## config.mk

```make
export PLATFORM = sky130hd
export DESIGN_NAME = cordic_vec_param
export DESIGN_NICKNAME = d
export VERILOG_FILES = /design/src/rtl/cordic_pkg.sv /design/src/rtl/cordic_vec_stage.sv /design/src/rtl/cordic_vec_param.sv
export SDC_FILE = /design/constraint.sdc
export NUM_CORES = 1
export LEC_CHECK = 0
export BUFFER_PORTS_ARGS = -buffer_cell sky130_fd_sc_hd__clkbuf_2
export CAP_MARGIN = 15
export CORE_ASPECT_RATIO = 1.5
export CORE_UTILIZATION = 30
export DETAILED_ROUTE_END_ITERATION = 16
export PLACE_DENSITY = 0.47
export SLEW_MARGIN = 25
export SYNTH_ARGS = -nofsm -noshare
export SYNTH_HDL_FRONTEND = slang
export SYNTH_HIERARCHICAL = 1
export SYNTH_SLANG_ARGS = --single-unit
```

## constraint.sdc

```tcl
create_clock -name clock -period 6.2 [get_ports clock]
set_clock_uncertainty 0.2 [all_clocks]
set_input_delay 1.55 -clock clock [delete_from_list [all_inputs] [get_ports clock]]
set_output_delay 1.55 -clock clock [all_outputs]
set_load 0.01 [all_outputs]
```

## src/rtl/cordic_pkg.sv

```systemverilog
// Shared CORDIC constants, state encoding and the angle-table scaling helper.
// The table holds atan(2^-k) in 16-bit binary-angle units (2^16 LSB = 360 degrees).
package cordic_pkg;

    localparam int unsigned KW = 4;

    localparam logic [15:0] ATAN16 [0:15] = '{
        16'd8192, 16'd4836, 16'd2555, 16'd1297, 16'd651, 16'd326, 16'd163, 16'd81,
        16'd41,   16'd20,   16'd10,   16'd5,    16'd3,   16'd1,   16'd1,   16'd0
    };

    typedef enum logic [1:0] {IDLE, PRE, ROT, DONE} cordic_state_t;

    // Round-to-nearest when narrowing the 16-bit table to ANG_W bits.
    function automatic int atan_scaled(input int k, input int ang_w);
        int sh;
        int a;
        sh = 16 - ang_w;
        a  = int'(ATAN16[k[KW-1:0]]);
        if (sh > 0) begin
            a = (a + (1 << (sh - 1))) >> sh;
        end
        return a;
    endfunction

endpackage

```

## src/rtl/cordic_vec_stage.sv

```systemverilog
// One combinational vectoring micro-rotation: drives y towards zero and
// accumulates the rotated angle into z. Reusable in an unrolled pipeline.
module cordic_vec_stage
    import cordic_pkg::*;
#(
    parameter int unsigned W     = 10,
    parameter int unsigned ANG_W = 16
) (
    input  logic signed [W-1:0]     x_i,
    input  logic signed [W-1:0]     y_i,
    input  logic signed [ANG_W-1:0] z_i,
    input  logic        [KW-1:0]    k_i,
    output logic signed [W-1:0]     x_o,
    output logic signed [W-1:0]     y_o,
    output logic signed [ANG_W-1:0] z_o
);

    logic signed [W-1:0]     x_sh;
    logic signed [W-1:0]     y_sh;
    logic signed [ANG_W-1:0] atan_k;

    always_comb begin
        x_sh   = x_i >>> k_i;
        y_sh   = y_i >>> k_i;
        atan_k = ANG_W'(atan_scaled(int'(k_i), int'(ANG_W)));
        if (!y_i[W-1]) begin
            x_o = x_i + y_sh;
            y_o = y_i - x_sh;
            z_o = z_i + atan_k;
        end else begin
            x_o = x_i - y_sh;
            y_o = y_i + x_sh;
            z_o = z_i - atan_k;
        end
    end

endmodule

```

## src/rtl/cordic_vec_param.sv

```systemverilog
// Sequential CORDIC vectoring engine: one I/Q sample in, binary-angle phase out.
// Define CORDIC_DPHASE_EN to add the phase-difference (o_dphase) and direction (o_dir) outputs.
module cordic_vec_param
    import cordic_pkg::*;
#(
    parameter int unsigned IN_W  = 4,
    parameter int unsigned ANG_W = 16,
    parameter int unsigned ITER  = 6,
    parameter int unsigned GUARD = 4
) (
    input  logic                    clock,
    input  logic                    reset_n,
    input  logic                    i_valid,
    output logic                    o_ready,
    input  logic signed [IN_W-1:0]  i_I,
    input  logic signed [IN_W-1:0]  i_Q,
    output logic                    o_valid,
    output logic signed [ANG_W-1:0] o_angle,
    output logic signed [ANG_W-1:0] o_dphase,
    output logic                    o_dir
);

    localparam int unsigned W = IN_W + 2 + GUARD;
    localparam logic signed [ANG_W-1:0] QUARTER = {2'b01, {(ANG_W-2){1'b0}}};
    localparam logic [KW-1:0] K_LAST = KW'(ITER - 1);

    cordic_state_t state_q, state_d;
    logic signed [W-1:0]     x_q, x_d, y_q, y_d;
    logic signed [ANG_W-1:0] z_q, z_d;
    logic        [KW-1:0]    k_q, k_d;
    logic                    zero_q, zero_d;
    logic                    valid_q, valid_d;
    logic signed [ANG_W-1:0] angle_q, angle_d;

    logic signed [W-1:0]     i_ext, q_ext;
    logic signed [W-1:0]     x_rot, y_rot;
    logic signed [ANG_W-1:0] z_rot;

    // Two headroom bits make negating the most-negative sample safe in PRE.
    assign i_ext = {{(W-IN_W){i_I[IN_W-1]}}, i_I} <<< GUARD;
    assign q_ext = {{(W-IN_W){i_Q[IN_W-1]}}, i_Q} <<< GUARD;

    cordic_vec_stage #(
        .W     (W),
        .ANG_W (ANG_W)
    ) u_stage (
        .x_i (x_q),
        .y_i (y_q),
        .z_i (z_q),
        .k_i (k_q),
        .x_o (x_rot),
        .y_o (y_rot),
        .z_o (z_rot)
    );

    always_comb begin
        state_d = state_q;
        x_d     = x_q;
        y_d     = y_q;
        z_d     = z_q;
        k_d     = k_q;
        zero_d  = zero_q;
        valid_d = 1'b0;
        angle_d = angle_q;
        unique case (state_q)
            IDLE: begin
                if (i_valid) begin
                    x_d     = i_ext;
                    y_d     = q_ext;
                    z_d     = '0;
                    k_d     = '0;
                    zero_d  = (i_I == '0) && (i_Q == '0);
                    state_d = PRE;
                end
            end
            PRE: begin
                k_d     = '0;
                state_d = ROT;
                if (!x_q[W-1]) begin
                    z_d = '0;
                end else if (!y_q[W-1]) begin
                    x_d = y_q;
                    y_d = -x_q;
                    z_d = QUARTER;
                end else begin
                    x_d = -y_q;
                    y_d = x_q;
                    z_d = -QUARTER;
                end
            end
            ROT: begin
                x_d = x_rot;
                y_d = y_rot;
                z_d = z_rot;
                if (k_q == K_LAST) begin
                    state_d = DONE;
                end else begin
                    k_d = k_q + 1'b1;
                end
            end
            DONE: begin
                valid_d = 1'b1;
                // A zero vector has no defined phase; report 0 rather than the accumulated z.
                angle_d = zero_q ? '0 : z_q;
                state_d = IDLE;
            end
            default: state_d = IDLE;
        endcase
    end

    always_ff @(posedge clock or negedge reset_n) begin
        if (!reset_n) begin
            state_q <= IDLE;
            x_q     <= '0;
            y_q     <= '0;
            z_q     <= '0;
            k_q     <= '0;
            zero_q  <= 1'b0;
            valid_q <= 1'b0;
            angle_q <= '0;
        end else begin
            state_q <= state_d;
            x_q     <= x_d;
            y_q     <= y_d;
            z_q     <= z_d;
            k_q     <= k_d;
            zero_q  <= zero_d;
            valid_q <= valid_d;
            angle_q <= angle_d;
        end
    end

    assign o_ready = (state_q == IDLE);
    assign o_valid = valid_q;
    assign o_angle = angle_q;

`ifdef CORDIC_DPHASE_EN
    logic signed [ANG_W-1:0] prev_q, prev_d;
    logic signed [ANG_W-1:0] dphase_q, dphase_d;
    logic                    dir_q, dir_d;

    always_comb begin
        prev_d   = prev_q;
        dphase_d = dphase_q;
        dir_d    = dir_q;
        if (state_q == DONE) begin
            dphase_d = angle_d - prev_q;
            prev_d   = angle_d;
            dir_d    = !dphase_d[ANG_W-1] && (dphase_d != '0);
        end
    end

    always_ff @(posedge clock or negedge reset_n) begin
        if (!reset_n) begin
            prev_q   <= '0;
            dphase_q <= '0;
            dir_q    <= 1'b0;
        end else begin
            prev_q   <= prev_d;
            dphase_q <= dphase_d;
            dir_q    <= dir_d;
        end
    end

    assign o_dphase = dphase_q;
    assign o_dir    = dir_q;
`else
    assign o_dphase = '0;
    assign o_dir    = 1'b0;
`endif

endmodule

```

# Word-level counts from Yosys, hierarchy flattened
# Memories as Yosys holds them, arrays and structs flattened.
# Cells that the tools add are included.
[op_classes]
add_sub_neg = 9
n_lt_le_gt_ge = 1
n_eq_ne = 8
shifts = 2
mux = 25
bitwise = 1
n_reduce_logical = 10
[ops]
columns = ["operator", "n"]
rows = [
  ["16-bit 2-to-1 mux", 7],
  ["10-bit 2-to-1 mux", 8],
  ["10-bit one-hot mux with 3 select lines", 2],
  ["16-bit one-hot mux with 3 select lines", 1],
  ["10-bit adder", 2],
  ["10-bit negator", 2],
  ["10-bit by 4-bit >>> shifter with 10-bit output", 2],
  ["10-bit subtractor", 2],
  ["16-bit adder", 1],
  ["16-bit subtractor", 1],
  ["4-bit one-hot mux with 3 select lines", 1],
  ["4-bit zero test", 2],
  ["4-bit 2-to-1 mux", 2],
  ["2-bit inequality test (second input constant)", 4],
  ["2-bit one-hot mux with 4 select lines", 1],
  ["2-bit AND reduction", 3],
  ["3-bit AND reduction", 2],
  ["5-bit >= comparator (second input constant)", 1],
  ["4-bit inverter with 5-bit output", 1],
  ["4-bit by 1-bit adder with 4-bit output (second input constant)", 1],
  ["2-bit equality test (second input constant)", 2],
  ["4-bit by 3-bit equality test with 1-bit output (second input constant)", 1],
  ["2-bit 2-to-1 mux", 2],
  ["3-bit nonzero test", 1],
  ["4 further kinds", 4],
]
[word_totals]
reg_bits = 60
rom_bits = 256
inputBits = 11
out_inout_bits = 35
wordCells = 66
n_memories = 1
[mem_list]
columns = ["name", "words", "word_bits", "read_ports", "rd_clocked_by_memory_dff", "wr", "line_no", "source"]
rows = [
  ["(name not given)", 16, 16, 1, 0, 0, "cordic_pkg.sv:19", "a = int'(ATAN16[k[KW-1:0]]);"],
]

# Logic depth before layout (Yosys ltp)
# Gate-level depths: netlist (run 1).
[depth]
ltp_word = 7
depth_mapped = 22
ltp_nobuf = 19

# Hierarchy
# The synthesis (run 1) kept the hierarchy.
[modules_own_cells]
columns = ["mod", "n_inst", "cells_per_inst", "area_per_inst_um2", "seq_area_each_um2"]
rows = [
  ["cordic_vec_param", 1, 392, 3437.0, 1501.4],
  ["cordic_vec_stage", 1, 452, 3286.9, 0.0],
]

# Least setup slack after synthesis (run 1)
# OpenSTA, ideal clock, no wires.
[synth_timing]
path_type = "register to register"
startpoint = "register k_q[0]"
endpoint = "register z_q[14]"
setup_time_ns = 0.133
t_arrival_ns = 4.518
required_time_ns = 5.867
slack_ns = 1.349
path_stages_with_launch = 21
n_path_buf = 4
synth_period_minus_slack_ns = 4.851
cell_sequence = "dfrtp_1 > buf_6 > buf_2 > buf_2 > clkbuf_1 > inv_1 > ha_1 > mux4_2 > o21a_1 > nor2_1 > xor2_1 > ha_1 > a21o_1 > a21oi_1 > o21ai_0 > a31o_2 > o2111ai_1 > a311oi_1 > xor2_1 > a21oi_1 > o31ai_1"
[synth_between]
elab_chain_len = 7
elab_cells_between_ends = 8
classes_between = "2 x add/sub; 4 x mux; 1 x bitwise; 1 x memory"
[synth_rtl]
columns = ["item", "line_no", "source"]
rows = [
  ["start, declared", "cordic_vec_param.sv:30", "logic [KW-1:0] k_q, k_d;"],
  ["start signal, assigned", "cordic_vec_param.sv:126", "k_q <= k_d;"],
  ["4-bit inverter with 5-bit output (not written as such) *", "cordic_pkg.sv:19", ""],
  ["memory 16 x 16 bit *", "--", ""],
  ["16-bit 2-to-1 mux (not written as such) * (2 in a row)", "cordic_pkg.sv:19", ""],
  ["16-bit adder / 16-bit subtractor (equally long branches)", "cordic_vec_stage.sv:29, cordic_vec_stage.sv:33", ""],
  ["16-bit 2-to-1 mux *", "cordic_vec_stage.sv:26", "if (!y_i[W-1]) begin"],
  ["via z_rot[14]", "cordic_vec_param.sv:37", "logic signed [ANG_W-1:0] z_rot;"],
  ["16-bit one-hot mux with 3 select lines *", "cordic_vec_param.sv:65", "unique case (state_q)"],
  ["end signal, assigned", "cordic_vec_param.sv:125", "z_q <= z_d;"],
  ["end, declared", "cordic_vec_param.sv:29", "logic signed [ANG_W-1:0] z_q, z_d;"],
]
# Mark *: on every way through the listed nets, which the timed path passes. The rest lies on a longest branch. The select of a mux whose other input is x is not followed.
# A chain may end at the register's enable or synchronous reset.

# Worst setup path in the final report (run 1)
[layout_timing]
startpoint = "register k_q[0]"
endpoint = "register x_q[8]"
[layout_between]
elab_chain_len = 4
elab_cells_between_ends = 5
classes_between = "2 x add/sub; 1 x shift; 2 x mux"
[layout_rtl]
columns = ["item", "line_no", "source"]
rows = [
  ["10-bit by 4-bit >>> shifter with 10-bit output *", "cordic_vec_stage.sv:24", "y_sh = y_i >>> k_i;"],
  ["10-bit adder / 10-bit subtractor (equally long branches)", "cordic_vec_stage.sv:27, cordic_vec_stage.sv:31", ""],
  ["10-bit 2-to-1 mux *", "cordic_vec_stage.sv:26", ""],
  ["via x_rot[8]", "cordic_vec_param.sv:36", "logic signed [W-1:0] x_rot, y_rot;"],
  ["10-bit one-hot mux with 3 select lines *", "cordic_vec_param.sv:65", ""],
  ["end signal, assigned", "cordic_vec_param.sv:114", "x_q <= '0;"],
  ["end signal, assigned", "cordic_vec_param.sv:123", "x_q <= x_d;"],
  ["end, declared", "cordic_vec_param.sv:28", "logic signed [W-1:0] x_q, x_d, y_q, y_d;"],
]
# Mark *: on every way through the listed nets, which the timed path passes. The rest lies on a longest branch.

==> results of run 1 <==
state kept, by name, summed over array words and instances, names as in the netlist:
| register | flops |
|---|---|
| zero_q | 1 |
| state_q | 2 |
| x_q | 10 |
| o_angle | 16 |
| o_valid | 1 |
| z_q | 16 |
| y_q | 10 |
| k_q | 4 |
how the worst max path moves through the flow:
stage | end | slack (ps)
after floorplan | z_q[14] | 1350
after global placement | z_q[15] | 1150
after detailed placement | x_q[8] | 1120
after CTS | x_q[8] | 1120
after global routing | z_q[15] | 640
final | x_q[8] | 1130
cells by family after synthesis:
group           count (synthesis)
compound gates                239
other cells                     1
simple gates                  275
buf+inv                       117
xor+xnor                       55
fa+ha+maj                      52
mux                            45
flops                          60
critical path, stage by stage, from the launching register on:
cell	delay [ps]
dfrtp_1	690
mux4_1	680
a222oi_1	370
mux2i_1	240
inv_1	110
ha_1	250
nor3_1	80
a21oi_1	120
o21ai_0	90
ha_1	340
a21o_1	180
a21oi_1	340
o21bai_1	110
a21oi_1	250
o21ai_0	150
xor2_1	150
and3_1	180
a21oi_1	120
a21oi_1	80
a41o_1	230
per-stage QoR:
stage | utilization | std cells
after detailed placement | 0.324 | 1109
after global routing | 0.337 | 1125
after CTS | 0.337 | 1125
after floorplan | - | 860
final | 0.337 | 1125
after global placement | 0.323 | 1109
layout by cell type, fill, tap and decap left out, drive strengths merged, types with 22 or more instances in the layout:
cell,synthesis,final
nand2,91,91
a21oi,60,60
nor2,57,57
inv,52,56
mux2i,22,22
nand3,25,25
clkbuf,30,36
ha,49,49
o21ai,63,63
dfrtp,60,60
xnor2,38,38
area by class of cell:
class,instances,area (um^2)
clock buffers,9,225
clock inverters,7,57.6
fillers,2339,14500
inverters,53,199
multi-input cells,683,4760
flip-flops and latches,60,1500
well taps,272,340
repair buffers,41,250
routing by layer:
layer	routed length [um]	share of wire
met3	452	0.021
met1	8720	0.41
met5	0	0
met2	11300	0.53
met4	749	0.035
==> reports/metrics.cfg, run 1 <==
[route]
route.detailed.drc = 0
first_pass_iters = 5
ant_nets = 0
routed_wl_um = 21200
wl_per_cell_um = 18.9
vias = 6145
via_per_inst = 5.46
drtIter0Drc = 328

[hold_path]
holdPathStages = 2
holdPathEnd = z_q[4]
hp-class = reg2reg
hp-start = z_q[4]

[cts]
clk_pin_slew_ps = 60
clock_sinks = 60
root_buffer = clkbuf_16
cts_resized = 0
post_cts_buffers = 0
clock_latency_ps = 360
cts_max_level = 3
ctsHoldBuffers = 0
cts_tree = built
cts.path.max_buffers = 2
cts_inserted_buffers = 9

[place]
hpwl_um = 15300
gp_congestion = 0.844
place_area_um2 = 7050
portBuffers = 28
pre_cts_ws_ps = 1120

[floorplan]
io-pin-count = 46
dieArea_um2 = 23000
start_util = 0.308
placementRows = 66
core_area_um2 = 21800
die_w_um = 124
dieHeight_um = 185

[global_routing]
grtUsageMet2 = 0.358
met3_usage = 0.0246
grt.overflow.total = 0
antenna_found_initial = 0
gr-max-usage-layer = met2
grt_max_degree = 61
track_usage = 0.188
grt_pass1_vias = 6031
met1_usage = 0.206
grt_pass1_wl_um = 33700

[sta]
fmax_ghz = 0.197
setup_tns_ps = 0
period_needed_ps = 5070
rsz0062_at_grt = no
slew_violations = 0
finalHoldViolations = 0
tightest_slew_ps = 980
finalWorstSetupSlack_ps = 1130
relSlewSlack = 0.345
finalSetupViolCount = 0
holdWs_ps = 301
fin_crit_sh = 0.818

[synthesis]
synth_xor_xnor_area_share = 0.0716
synth_flop_cell = dfrtp_1
synthAdderAreaFrac = 0.100
synth_top_area_frac = 0.223
netlist_top_cells_count = nand2_1, o21ai_0, dfrtp_1, a21oi_1, nor2_1
ys_seq_area_frac = 0.223
syn_avg_cell_area_um2 = 7.97
synth_edf_count = 0
yosysUniqueCellTypes = 77
synth_top_family_by_area = compound AO/OA/AOI/OAI gates
synth_compound_area_frac = 0.231
syn-cell-area_um2 = 6720
synth-simple-area-share = 0.205
synth_top_area_cell = dfrtp_1
syn_inst = 844
ys_ff_latch = 60
yosysMostFrequentCell = nand2_1
synth.area.mux_share = 0.0897
synth-warning-count = 6
synth_area_leaders = dfrtp_1, ha_1, nand2_1
async_reset_ff_frac = 1.00

[worst_setup_path]
ff2ff_path_depth = 19
start_kind = register
crit_type = reg2reg
reg2reg_to = x_q[8]
cp-startpoint = k_q[0]
cp-end-kind = register
cp.required_ps = 6240
r2r_slack_ps = 1130
path_max_fanout = 12
cp.arrival_ps = 5110
r2r-start = k_q[0]

[final_layout]
antennaDiodeCount = 0
area_growth_pct = 9.12
drive_above_1_share = 0.111
fin_area_um2 = 7340
fin_nets = 911

[outcome]
outcome = complete, no violations

[job]
drv_cap = 0

Power of run 1 is left out: the tool's default activity adds up to more than one toggle a clock period on the data nets, which glitch-free logic cannot reach.
==> run 2: changes to the inputs <==
==> constraint.sdc (replaced) <==
create_clock -name clock -period 5.04 [get_ports clock]
set_clock_uncertainty 0.2 [all_clocks]
set_input_delay 1.26 -clock clock [delete_from_list [all_inputs] [get_ports clock]]
set_output_delay 1.26 -clock clock [all_outputs]
set_load 0.01 [all_outputs]
==> run 2 against run 1 <==
Compared with the run above: register-to-register slack got worse by 820 ps; routed wire length is 0.87% higher; fmax increased by 7.1%; final cell count increased by 2.3%; count of clock-buffer cells in the layout is the same; via count rose by 2.1%; largest cell class unchanged; highest routed layer unchanged.
==> reports/metrics.cfg, run 2 (same netlist as run 1, synthesis figures left out) <==
[global_routing]
antenna_found_initial = 0  ; unchanged
track_usage = 0.189  ; +0.00186
grt_max_degree = 61  ; unchanged
grt.overflow.total = 0  ; unchanged
grt_pass1_vias = 6228  ; +3.3%
grt_pass1_wl_um = 34100  ; +1.4%

[outcome]
outcome = complete, no violations

[route]
vias = 6272  ; +2.1%
wl_met2_um = 11300  ; +0.12%
via_per_inst = 5.45  ; -0.24%
top_layer = met4
first_pass_iters = 5  ; unchanged
wl_per_cell_um = 18.6  ; -1.4%
routed_wl_um = 21400  ; +0.87%
met1_length_um = 8450  ; -3.1%
wl_met3_um = 579  ; +28%
route.detailed.drc = 0  ; unchanged
ant_nets = 0  ; unchanged
drtIter0Drc = 362  ; +10%

[cts]
clock_sinks = 60  ; unchanged
cts.path.max_buffers = 2  ; unchanged
cts_tree = built
clk_pin_slew_ps = 70  ; about the same
cts_inserted_buffers = 9  ; unchanged
cts_max_level = 3  ; unchanged
post_cts_buffers = 0  ; unchanged
root_buffer = clkbuf_16
clock_latency_ps = 340  ; -20 ps

[sta]
finalSetupViolCount = 0  ; unchanged
slew_violations = 0  ; unchanged
finalHoldViolations = 0  ; unchanged
fin_crit_sh = 0.940  ; +0.122
relSlewSlack = 0.342  ; -0.00315
period_needed_ps = 4740  ; -336 ps
setup_tns_ps = 0  ; unchanged
fmax_ghz = 0.211  ; +7.1%
tightest_slew_ps = 985  ; +4.71 ps
rsz0062_at_grt = no

[place]
portBuffers = 28  ; unchanged
hpwl_um = 16200  ; +5.7%
gp_congestion = 0.840  ; -0.43%

[worst_setup_path]
path_max_fanout = 18  ; +6
crit_type = reg2reg
cp.arrival_ps = 4750  ; -360 ps
cp_slowest_cell = mux4_2
cpMostUsedCell = nand2_1
cp_cell_sequence = buf_12, mux4_2, a22oi_1, o21ai_0, buf_4, nor3b_1, nand2_1, nand2_1, xor2_1, ha_1, o21a_1, a21o_1, a21oi_1, o21ai_0, xnor2_1, nand2_1, a31oi_1, mux2i_1, a41oi_1
cp.required_ps = 5050  ; -1190 ps
critPathMaxStageDelay_ps = 550  ; -140 ps
ff2ff_path_depth = 19  ; unchanged
cp-end-kind = register
start_kind = register

[floorplan]
core_area_um2 = 21800  ; unchanged
start_util = 0.308  ; unchanged
dieArea_um2 = 23000  ; unchanged
die_w_um = 124  ; unchanged
io-pin-count = 46  ; unchanged
dieHeight_um = 185  ; unchanged
placementRows = 66  ; unchanged

[final_layout]
seq_area_um2 = 1510  ; +0.17%
mostFrequentLayoutCells = nand2_1, o21ai_0, nor2_1, a21oi_1, dfrtp_1
fin_nets = 937  ; +2.9%
layout_commonest_cell = nand2_1
antennaDiodeCount = 0  ; unchanged
multiInputGateArea_um2 = 4770  ; +0.13%
n_fill_cell = 2327  ; -0.51%
area_growth_pct = 12.2
drive_above_1_share = 0.142  ; +0.0308

[hold_path]
holdPathStages = 2  ; unchanged
hp-class = reg2reg

[job]
drv_cap = 0  ; unchanged

[run 2: stage by stage]
step | std cells | hold slack [ps] | worst slack (ps) | util | instance area (um^2)
6_report | 1151 | 305 | 304 | 0.346 | 7540
5_1_grt | 1151 | 333 | 54.4 | 0.346 | 7540
4_1_cts | 1151 | 307 | 105 | 0.345 | 7520
3_5_place_dp | 1135 | 290 | 120 | 0.332 | 7240
3_3_place_gp | 1135 | 281 | 149 | 0.332 | 7240
2_1_floorplan | 860 | 261 | 189 | - | 6780
[run 2: layout make-up]
type | instances | share of cell area
Tap cell | 272 | 0.0451
Clock buffer | 9 | 0.0299
Multi-Input combinational cell | 683 | 0.632
Sequential cell | 60 | 0.200
Inverter | 53 | 0.0264
Clock inverter | 7 | 0.00730
Timing Repair Buffer | 67 | 0.0596
[run 2: worst paths after layout]
check                         end  slack, ps  startpoint
hold reg to reg            z_q[0]        300      z_q[0]
min in group asynchronous  y_q[5]        890     reset_n
setup / recovery           y_q[9]        300      k_q[0]
max in group asynchronous  k_q[0]       3100     reset_n
setup reg to reg           y_q[9]        300      k_q[0]
hold / removal             z_q[0]        300      z_q[0]
[run 2: timing repair]
item                       CTS  global route
setup endpoints to repair    0             2
hold buffers                 0             0
resized for setup            0             7
[run 2: critical path: cells and delay by family (launching register included)]
kind                       cells  cell delay (ps)
DFF                            1              440
adders and majority gates      1              310
buffers and inverters          2              360
AOI/OAI and AO/OA              8             1490
xor gates and xnor gates       2              470
muxes                          2              640
and+or+nand+nor                4              700
[run 2: layer usage]
layer,vias to the layer above,GRT usage
met3,55,0.0205
met1,2963,0.204
met4,0,0.104
met5,-,0
met2,169,0.359
li1,3085,-
Power of run 2 is left out for the same reason.
